--- src/rtl/const_load_seq.sv ---
// Two-step constant materialiser: writes {imm,16'h0} through the LUI unit,
// then ORs in the low half, with write-port stall support.
module const_load_seq #(
    parameter bit SKIP_ZERO_LOW = 1'b1,
    parameter bit R0_HARDWIRED  = 1'b1
) (
    input  logic        clk,
    input  logic        rst_n,
    input  logic        req_valid,
    output logic        req_ready,
    input  logic [4:0]  req_rd,
    input  logic [31:0] req_value,
    output logic [15:0] lui_imm,
    input  logic [31:0] lui_result,
    output logic        rf_we,
    output logic [4:0]  rf_waddr,
    output logic [31:0] rf_wdata,
    input  logic        rf_busy,
    output logic        busy,
    output logic        done
);

    typedef enum logic [1:0] {IDLE, UPPER, LOWER} state_t;

    state_t      state, state_nxt;
    logic [4:0]  rd_q;
    logic [31:0] val_q;
    logic        done_q, done_nxt;
    logic        accept;

    // Ready is gated by reset so nothing can be accepted while held in reset.
    assign req_ready = rst_n && (state == IDLE);
    assign busy      = (state != IDLE);
    assign done      = done_q;
    assign accept    = req_valid && req_ready;

    always_comb begin
        state_nxt = state;
        done_nxt  = 1'b0;
        rf_we     = 1'b0;
        rf_waddr  = 5'd0;
        rf_wdata  = 32'd0;
        lui_imm   = 16'd0;
        case (state)
            IDLE: begin
                if (accept) begin
                    if (R0_HARDWIRED && (req_rd == 5'd0))
                        done_nxt = 1'b1;
                    else
                        state_nxt = UPPER;
                end
            end
            UPPER: begin
                rf_we    = 1'b1;
                rf_waddr = rd_q;
                rf_wdata = lui_result;
                lui_imm  = val_q[31:16];
                if (!rf_busy) begin
                    if (!SKIP_ZERO_LOW || (val_q[15:0] != 16'd0)) begin
                        state_nxt = LOWER;
                    end else begin
                        state_nxt = IDLE;
                        done_nxt  = 1'b1;
                    end
                end
            end
            LOWER: begin
                rf_we    = 1'b1;
                rf_waddr = rd_q;
                rf_wdata = lui_result | {16'h0000, val_q[15:0]};
                lui_imm  = val_q[31:16];
                if (!rf_busy) begin
                    state_nxt = IDLE;
                    done_nxt  = 1'b1;
                end
            end
            default: state_nxt = IDLE;
        endcase
    end

    always_ff @(posedge clk or negedge rst_n) begin
        if (!rst_n) begin
            state  <= IDLE;
            rd_q   <= 5'd0;
            val_q  <= 32'd0;
            done_q <= 1'b0;
        end else begin
            state  <= state_nxt;
            done_q <= done_nxt;
            if (accept) begin
                rd_q  <= req_rd;
                val_q <= req_value;
            end
        end
    end

endmodule

--- config.mk ---
export PLATFORM = sky130hd
export DESIGN_NAME = const_load_seq
export DESIGN_NICKNAME = d
export VERILOG_FILES = /design/src/rtl/const_load_seq.sv
export SDC_FILE = /design/constraint.sdc
export NUM_CORES = 1
export LEC_CHECK = 0
export BUFFER_PORTS_ARGS = -buffer_cell sky130_fd_sc_hd__buf_2
export CORE_MARGIN = 2
export CORE_UTILIZATION = 40
export CTS_BUF_LIST = sky130_fd_sc_hd__clkbuf_2 sky130_fd_sc_hd__clkbuf_4 sky130_fd_sc_hd__clkbuf_8
export DETAILED_ROUTE_END_ITERATION = 10
export PLACE_DENSITY = 0.73
export SLEW_MARGIN = 20
export SYNTH_ARGS = -nofsm -noshare
export SYNTH_HDL_FRONTEND = slang
export SYNTH_SLANG_ARGS = --single-unit
--- constraint.sdc ---
create_clock -name clk -period 1.91 [get_ports clk]
set_input_delay 0.0955 -clock clk [delete_from_list [all_inputs] [get_ports clk]]
set_output_delay 0.0955 -clock clk [all_outputs]
set_load 0.02 [all_outputs]
==> flow_summary.ini <==
[clocking]
tritoncts.num_buffers = 5
cts_tree = done
worst_setup_hold_path_clk_slew_ns = 0.09
cts_sinks = 40
h_tree_depth = 2
cts.root.buffer_cell = sky130_fd_sc_hd__clkbuf_8
cts_max_path_buffers = 2
clock_insertion_delay_worst_skew_ns = 0.29

[floorplan]
fp.dieH_um = 75.8
io-pin-count = 130
die_area_sq_um = 5740
fp.coreArea_sq_um = 5040
die_width_um = 75.8
floorplan.initialDensity_pct = 40.9
rows = 26

[global_route]
grt_pass1_vias = 1605
grt_antenna_before_repair = 0
grt_remaining_overflow = 0
grt_util_all_layers_pct = 17.0
largest_net_degree_at_the_start_of_global_routing = 42
grt_pass1_wl_um = 7300

[worst_setup_path]
crit_path_start = state[1]
setup.worst_path.end = rf_wdata[0]
end_kind = output pin
r2r.worst_path.cells = 6
timing.rr.end = state[0]
crit_path_top_delay_cell = sky130_fd_sc_hd__dfrtp_1
cp_data_required_time_ns = 1.81
regToRegSetupSlack_ns = 0.26
cp_max_fo = 15
worstSetupStartpointType = flip-flop
series_of_cell_instances_along_the_critical_path = inv_2, ha_2, o21ai_1, buf_6, nor2_1, buf_2
max_stage_delay_ns = 0.43
path_class = flip-flop to output pin
timing.rr.start = state[0]
cp_data_arrival_time_ns = 1.71

[status]
status = finished clean

[synthesis]
avgSynthCellArea_sq_um = 11.2
synth-warning-count = 0
synth_top_cell_area_share_pct = 48.6
synth_largest_area_cell = sky130_fd_sc_hd__dfrtp_1
synth_top_cells_by_area = sky130_fd_sc_hd__dfrtp_1, sky130_fd_sc_hd__mux2_2, sky130_fd_sc_hd__and2_1
netlist_instances = 184
syn_nets = 262
post_synth_instance_area_sq_um = 2060
seq_area_frac_synth_pct = 48.6
distinct_cell_type_count_of_the_synthesized_netlist = 25
synth.ff_latch_count = 40

[timing]
timing.final.hold_violations = 0
hold-worst-slack_ns = 0.0239
grt_setup_unrepaired = false
period_needed_ns = 1.81
max_slew_margin_pct = 65.5
fin_worst_skew_ns = 0.0142
finalMaxSlewViolations = 0
finalCritPeriodShare_pct = 94.6
final.setup.tns_ns = 0
fmax_ghz = 0.553
finalSetupViolCount = 0
tightest_slew_ns = 0.518

[detailed_routing]
drt_first_pass_iters = 4
detail_route.wl_per_cell_um = 12.8
met3RoutedLength_um = 317
top_signal_layer_used = met4
residual_drc = 0
via_count = 1818
route.layer.met1.wl_um = 2050
vias_per_cell = 4.66
postRouteAntennaNets = 0
number_of_drc_violations_after_detailed_routing_iteration_0 = 41
routed_wire_length_um = 4980
met2_wirelength_um = 2590

[cells_and_area]
share_of_layout_cells_above_drive_strength_1_pct = 60.6
n_antenna_cell = 0
filler_cell_count = 442
multiInputGateArea_sq_um = 1050
area_delta_synth_final_pct = 45.0
register_area_sq_um = 1000
final_stage_net_count = 397

[power_and_ir_drop]
cellLeakagePower_nw = 1.57
power_per_cell_area_nw_per_um2 = 1790
fin_total_pwr_mw = 5.35
peak_ir_drop_on_the_vdd_network_v = 0.000815

[placed_design]
port_buffers = 129
detailed_place_hpwl_um = 3810
globalplace.congestion = 0.759

[hold_path]
worst_min_path_class = input port to flip-flop
worst_hold_startpoint = req_value[25]

[flow_run]
drv.max_cap_violation_count = 0
layout by cell type, fill, tap and decap left out:
cell / n
sky130_fd_sc_hd__buf_2: 129
sky130_fd_sc_hd__dfrtp_1: 40
sky130_fd_sc_hd__and2_1: 38
sky130_fd_sc_hd__mux2_2: 37
sky130_fd_sc_hd__a21oi_1: 16
sky130_fd_sc_hd__nor2_1: 16
sky130_fd_sc_hd__buf_4: 7
sky130_fd_sc_hd__clkbuf_8: 6
sky130_fd_sc_hd__nor4_1: 4
sky130_fd_sc_hd__inv_2: 2
sky130_fd_sc_hd__ha_4: 2
sky130_fd_sc_hd__ha_1: 2
sky130_fd_sc_hd__inv_1: 1
sky130_fd_sc_hd__o21ai_1: 1
sky130_fd_sc_hd__o21a_4: 1
sky130_fd_sc_hd__and4_1: 1
sky130_fd_sc_hd__or4_4: 1
sky130_fd_sc_hd__nand3_2: 1
sky130_fd_sc_hd__nor3_2: 1
sky130_fd_sc_hd__a211oi_1: 1
sky130_fd_sc_hd__nor2b_1: 1
sky130_fd_sc_hd__nor3_1: 1
sky130_fd_sc_hd__nand2b_1: 1
sky130_fd_sc_hd__o21bai_2: 1
sky130_fd_sc_hd__o21a_1: 1
sky130_fd_sc_hd__a21oi_2: 1
sky130_fd_sc_hd__mux2i_1: 1
sky130_fd_sc_hd__mux2_4: 1
sky130_fd_sc_hd__ha_2: 1
sky130_fd_sc_hd__bufinv_16: 1
sky130_fd_sc_hd__clkinv_4: 1
sky130_fd_sc_hd__dlygate4sd3_1: 1
sky130_fd_sc_hd__buf_6: 1
stage by stage:
| step | cells | util, % | instance area [sq um] | setup slack, ns |
|---|---|---|---|---|
| 5_1_grt | 390 | 59.3 | 2990 | 0.0109 |
| 4_1_cts | 389 | 58.4 | 2940 | 0.0205 |
| 6_report | 390 | 59.3 | 2990 | 0.102 |
| 2_1_floorplan | 184 | - | 2060 | 0.155 |
| 3_3_place_gp | 380 | 55.7 | 2810 | 0.239 |
| 3_5_place_dp | 380 | 55.7 | 2810 | 0.183 |
state kept, by name, summed over array words and instances, names as in the netlist:
name,flops
rd_q,5
done,1
state,2
val_q,32
timing repair:
action                     4_1_cts  5_1_grt
hold buffers                     1        0
hold endpoints to repair        40        0
buffers inserted                 0        1
setup endpoints to repair       16       31
gates resized for setup          1        8
worst min-delay path by stage:
stage	slack, ns	endpoint	cells past startpoint
floorplan	-0.20	done	0
global placement	0.24	val_q[13]	2
detailed placement	0.25	val_q[22]	2
CTS	0.02	val_q[25]	2
global route	0.02	val_q[24]	2
finish	0.02	val_q[25]	2
area by class of cell:
type	instances	area share (%)
clock buffer	6	2.76
clock inverter	2	1.30
inverter	3	0.377
multi-input combinational	131	35.1
sequential	40	33.5
tap	70	2.93
timing repair buffer	138	24.1
routing by layer:
metal / vias up / GRT usage, %
met5: - / 0
met4: 0 / 5.07
met3: 4 / 4.23
met2: 79 / 28.6
met1: 839 / 21.7
li1: 896 / -
logic make-up (layout without fill, tap and decap cells):
family,Yosys count,after routing,share of synthesized area (%)
AOI/OAI and AO/OA,22,22,6.19
adders and majority gates,5,5,3.04
buffers and inverters,13,149,2.55
DFF,40,40,48.6
muxes,39,39,21.4
and+or+nand+nor,65,65,18.2
power by group:
group | internal, mW | total, mW | switching [mW]
Combinational | 1.37 | 3.09 | 1.72
Sequential | 1.27 | 1.54 | 0.267
Clock | 0.427 | 0.728 | 0.301
Total | 3.07 | 5.35 | 2.29
critical path: cells and delay by family, from the launching register on:
| kind | cells | cell delay, ns |
|---|---|---|
| buffers and inverters | 3 | 0.46 |
| flip-flops | 1 | 0.43 |
| AND/OR/NAND/NOR | 1 | 0.07 |
| AO/OA/AOI/OAI | 1 | 0.25 |
| adder cells (fa/ha/maj) | 1 | 0.22 |
cells in the mapped netlist:
cell type                  number
sky130_fd_sc_hd__dfrtp_1       40
sky130_fd_sc_hd__and2_1        38
sky130_fd_sc_hd__mux2_2        37
sky130_fd_sc_hd__a21oi_1       16
sky130_fd_sc_hd__nor2_1        16
sky130_fd_sc_hd__clkbuf_1       6
sky130_fd_sc_hd__ha_1           5
sky130_fd_sc_hd__nor4_1         4
sky130_fd_sc_hd__buf_2          3
sky130_fd_sc_hd__inv_1          3
sky130_fd_sc_hd__o21a_1         2
sky130_fd_sc_hd__a211oi_1       1
sky130_fd_sc_hd__a21oi_2        1
sky130_fd_sc_hd__and4_1         1
sky130_fd_sc_hd__buf_1          1
sky130_fd_sc_hd__mux2_4         1
sky130_fd_sc_hd__mux2i_1        1
sky130_fd_sc_hd__nand2b_1       1
sky130_fd_sc_hd__nand3_1        1
sky130_fd_sc_hd__nor2b_1        1
sky130_fd_sc_hd__nor3_1         1
sky130_fd_sc_hd__nor3_2         1
sky130_fd_sc_hd__o21ai_1        1
sky130_fd_sc_hd__o21bai_2       1
sky130_fd_sc_hd__or4_4          1
(Power assumes the default switching activity.)
